$ cat src/rtl/net_force_ctrl.sv
// Registered net driver with synthesizable force/release override.
// Optional auto-release timer built when FORCE_TIMEOUT_EN is defined.
module net_force_ctrl #(
    parameter int WIDTH   = 4,
    parameter int TIMEOUT = 15
) (
    input  logic             clk,
    input  logic             rst_n,
    input  logic [WIDTH-1:0] drv_value,
    input  logic             force_req,
    input  logic [WIDTH-1:0] force_value,
    input  logic             release_req,
    output logic [WIDTH-1:0] net_out,
    output logic             forced,
    output logic             force_ack,
    output logic             released,
    output logic             timeout_flag
);

    typedef enum logic [1:0] {IDLE, FORCED, RELEASE} state_t;

    state_t           state, state_nx;
    logic [WIDTH-1:0] latched, latched_nx, net_nx;
    logic             forced_nx, ack_nx, rel_nx;
    logic             timed_out;

    if (TIMEOUT < 2 || TIMEOUT > 255) begin : g_bad_timeout
        $error("net_force_ctrl: TIMEOUT must be in 2..255");
    end

    always_comb begin
        state_nx   = state;
        latched_nx = latched;
        net_nx     = drv_value;
        forced_nx  = 1'b0;
        ack_nx     = 1'b0;
        rel_nx     = 1'b0;
        case (state)
            FORCED: begin
                if (release_req) begin
                    state_nx = RELEASE;
                    rel_nx   = 1'b1;
                end else if (force_req) begin
                    latched_nx = force_value;
                    net_nx     = force_value;
                    forced_nx  = 1'b1;
                    ack_nx     = 1'b1;
                end else if (timed_out) begin
                    state_nx = RELEASE;
                    rel_nx   = 1'b1;
                end else begin
                    net_nx    = latched;
                    forced_nx = 1'b1;
                end
            end
            default: begin
                // IDLE and RELEASE both accept a force; release_req is ignored here
                if (force_req) begin
                    state_nx   = FORCED;
                    latched_nx = force_value;
                    net_nx     = force_value;
                    forced_nx  = 1'b1;
                    ack_nx     = 1'b1;
                end else begin
                    state_nx = IDLE;
                end
            end
        endcase
    end

    always_ff @(posedge clk or negedge rst_n) begin
        if (!rst_n) begin
            state     <= IDLE;
            latched   <= '0;
            net_out   <= '0;
            forced    <= 1'b0;
            force_ack <= 1'b0;
            released  <= 1'b0;
        end else begin
            state     <= state_nx;
            latched   <= latched_nx;
            net_out   <= net_nx;
            forced    <= forced_nx;
            force_ack <= ack_nx;
            released  <= rel_nx;
        end
    end

`ifdef FORCE_TIMEOUT_EN
    localparam logic [7:0] CNT_MAX = 8'(TIMEOUT - 1);

    logic [7:0] cnt;
    logic       auto_rel;

    assign timed_out = (cnt == CNT_MAX);
    assign auto_rel  = (state == FORCED) && !release_req && !force_req && timed_out;

    // Counter holds the number of edges since the force was accepted, saturating
    always_ff @(posedge clk or negedge rst_n) begin
        if (!rst_n) begin
            cnt          <= 8'd0;
            timeout_flag <= 1'b0;
        end else if (ack_nx) begin
            cnt          <= 8'd0;
            timeout_flag <= 1'b0;
        end else begin
            if (auto_rel) timeout_flag <= 1'b1;
            if (state == FORCED && cnt != CNT_MAX) cnt <= cnt + 8'd1;
        end
    end
`else
    assign timed_out    = 1'b0;
    assign timeout_flag = 1'b0;
`endif

endmodule

$ cat config.mk
export PLATFORM = sky130hd
export DESIGN_NAME = net_force_ctrl
export DESIGN_NICKNAME = d
export VERILOG_FILES = /design/src/rtl/net_force_ctrl.sv
export SDC_FILE = /design/constraint.sdc
export NUM_CORES = 1
export LEC_CHECK = 0
export CAP_MARGIN = 20
export CELL_PAD_IN_SITES_DETAIL_PLACEMENT = 1
export CELL_PAD_IN_SITES_GLOBAL_PLACEMENT = 1
export CORE_ASPECT_RATIO = 1.1
export CORE_MARGIN = 4
export CORE_UTILIZATION = 32
export CTS_CLUSTER_DIAMETER = 50
export CTS_CLUSTER_SIZE = 28
export DETAILED_ROUTE_END_ITERATION = 8
export GPL_TIMING_DRIVEN = 0
export PLACE_DENSITY_LB_ADDON = 0.1
export SLEW_MARGIN = 20
export SYNTH_ARGS = -nofsm -noshare
export SYNTH_HDL_FRONTEND = slang
export SYNTH_SLANG_ARGS = --single-unit
export TNS_END_PERCENT = 10
$ cat constraint.sdc
create_clock -name clk -period 1.15 [get_ports clk]
set_input_delay 0.23 -clock clk [delete_from_list [all_inputs] [get_ports clk]]
set_output_delay 0.23 -clock clk [all_outputs]
set_load 0.01 [all_outputs]
==> flow_summary.yaml <==
clock_tree:
  clock_path_buffers: 2
  clockRootBuffer: "clkbuf_4"
  clk_latency_ns: 0.27
  tritoncts: "yes"
  postCtsHoldBufs: 0
  htreeDepth: 1
  path_clk_slew_ns: 0.08
  numCtsBuffers: 3
  clock_sinks: 13
synthesis:
  ys_ff_latch: 13
  yosys_most_used_dff: "dfrtp_1"
  synth.distinct_cells: 17
  yosysWarningCount: 0
  ys_seq_area_frac: 0.551
  syn_nets: 66
  syn_area_sq_um: 591
  synth_cells: 54
  synthArstFlopShare: 1.00
  synth_edf_count: 0
  avgSynthCellArea_sq_um: 10.9
route:
  drt_iter0_drc: 3
  routed_wl_um: 1310
  drc: 0
  ant_nets: 0
  firstDrtPassIters: 3
  routedWlPerCell_um: 13.8
  vias: 478
  via_per_inst: 5.03
floorplan:
  die_area_sq_mm: 0.00260
  die_w_um: 49.0
  row_count: 16
  die_h_um: 53.1
  io_pins: 20
  core_area_sq_mm: 0.00176
  start_util: 0.335
power_and_ir_drop:
  p_sw_frac: 0.295
  power.share.clock: 0.216
  peakVddDrop_mv: 0.858
  switchingPower_mw: 0.373
  seq_power_share: 0.476
  power.internal_mw: 0.892
  finalPower_mw: 1.27
  combPwrFrac: 0.308
  p_per_area_mw_per_mm2: 1520
  p_leak_nw: 0.387
final_layout:
  layout_commonest_cell: "dfrtp_1"
  layout_common_cells: "12 x dfrtp_1, 9 x nand2_1, 9 x clkdlybuf4s50_1, 7 x clkdlybuf4s15_1, 6 x a21oi_1"
  fill_cells: 203
  n_antenna_cell: 0
  drive_gt1_frac: 0.234
  fin_nets: 90
  area_growth_pct: 40.7
worst_setup_path:
  path_buf_inv: 1
  crit_path_end_kind: "primary output"
  cp.required_ns: 0.92
  crit_path_cell_trace: "clkdlybuf4s15_1"
  critPathArrivalTime_ns: 0.86
  slowest_delay_ns: 0.37
  cp-start-kind: "register"
  criticalPathCategory: "register to primary output"
  critPathTopFamily: "flip-flops"
  critPathSlowestCell: "dfrtp_1"
  path_max_fanout: 1
place:
  place_congestion: 0.680
  dp.final_hpwl_um: 933
  portBuffers: 17
sta:
  rsz0062_at_grt: "true"
  slew-limit-headroom: 0.615
  worstMarginPinSlew_ns: 0.575
  hold_viol_final: 0
  setup_viol: 0
  finalCritPeriodShare: 0.952
  holdWs_ns: 0.221
  clock_skew_ns: 0.00697
  slew_viol_final: 0
  fmax_mhz: 913
  fin_crit_ns: 1.09
global_route:
  grt_antenna_before_repair: 0
  grt-ovfl-total: 0
  grt_pass1_wl_um: 2150
  grt_usage: 0.112
  grt_pass1_vias: 453
  grt_max_degree: 14
run:
  max_cap_violations: 0
run_status:
  status: "completed"
min_path:
  hold_class: "input pin to register"
flip-flops by register name (all words and copies together) (netlist names):
| register | flops |
|---|---|
| state | 2 |
| released | 1 |
| net_out | 4 |
| force_ack | 1 |
| forced | 1 |
| latched | 4 |
Yosys cell counts (2+ instances only):
library cell / n / share of area
a21oi_1: 6 / 0.051
and4bb_2: 4 / 0.085
dfrtp_1: 13 / 0.55
inv_1: 3 / 0.019
nand2_1: 9 / 0.057
nand3_1: 4 / 0.034
o211ai_1: 4 / 0.051
o21ai_1: 2 / 0.017
cell type report:
cell class	count	area, sq um	share of cell area
Multi-Input combinational cell	34	224	0.270
Tap cell	18	22.5	0.0271
Sequential cell	13	327	0.393
Timing Repair Buffer	19	184	0.221
Inverter	4	15.0	0.0181
Clock buffer	4	26.3	0.0316
Buffer	3	32.5	0.0392
power groups by stage:
stage | Sequential [mW] | Combinational (mW) | Clock, mW
2_1_floorplan | 0.624 | 0.183 | 0
3_3_place_gp | 0.606 | 0.393 | 0
3_5_place_dp | 0.607 | 0.400 | 0
4_1_cts | 0.597 | 0.373 | 0.286
5_1_grt | 0.615 | 0.430 | 0.308
6_report | 0.602 | 0.389 | 0.273
stage by stage:
step / std cells / setup TNS [ns] / instance area [sq um] / utilization / setup WS (ns)
6_report: 95 / 0 / 831 / 0.472 / 0.0551
5_1_grt: 95 / -0.0196 / 831 / 0.472 / -0.0181
4_1_cts: 93 / 0 / 806 / 0.457 / 0.000284
3_5_place_dp: 89 / -2.85 / 783 / 0.445 / -0.316
3_3_place_gp: 89 / -2.82 / 783 / 0.445 / -0.291
2_1_floorplan: 54 / 0 / 591 / - / 0.181
worst paths after layout:
check / to / cells after the start / slack [ns] / startpoint
max reg2reg: net_out[1] / 4 / 0.07 / state[1]
max in group asynchronous: state[0] / 1 / 0.43 / rst_n
min in group asynchronous: net_out[0] / 1 / 0.32 / rst_n
min reg2reg: latched[2] / 2 / 0.49 / latched[2]
max: net_out[0] / 1 / 0.06 / net_out[0]
min: force_ack / 3 / 0.22 / force_req
cells by family (layout without fill, tap and decap cells):
group	Yosys count	in the layout	synth area share
AO/OA/AOI/OAI	14	14	0.142
buffers and inverters	7	30	0.0805
flip-flops	13	13	0.551
other	1	1	0.00635
AND/OR/NAND/NOR	19	19	0.220
layer usage:
| metal | track usage | up-vias | share of wire |
|---|---|---|---|
| met1 | 0.133 | 228 | 0.44 |
| met5 | 0 | - | 0 |
| met3 | 0.0507 | 2 | 0.082 |
| li1 | - | 233 | - |
| met4 | 0.0538 | 0 | 0.012 |
| met2 | 0.172 | 15 | 0.47 |
what timing repair did:
item / CTS / global route
pin swaps: 0 / 0
cloned: 0 / 0
gates resized for setup: 13 / 5
buffers inserted: 0 / 2
setup endpoints to repair: 9 / 8
(Power assumes the default switching activity.)
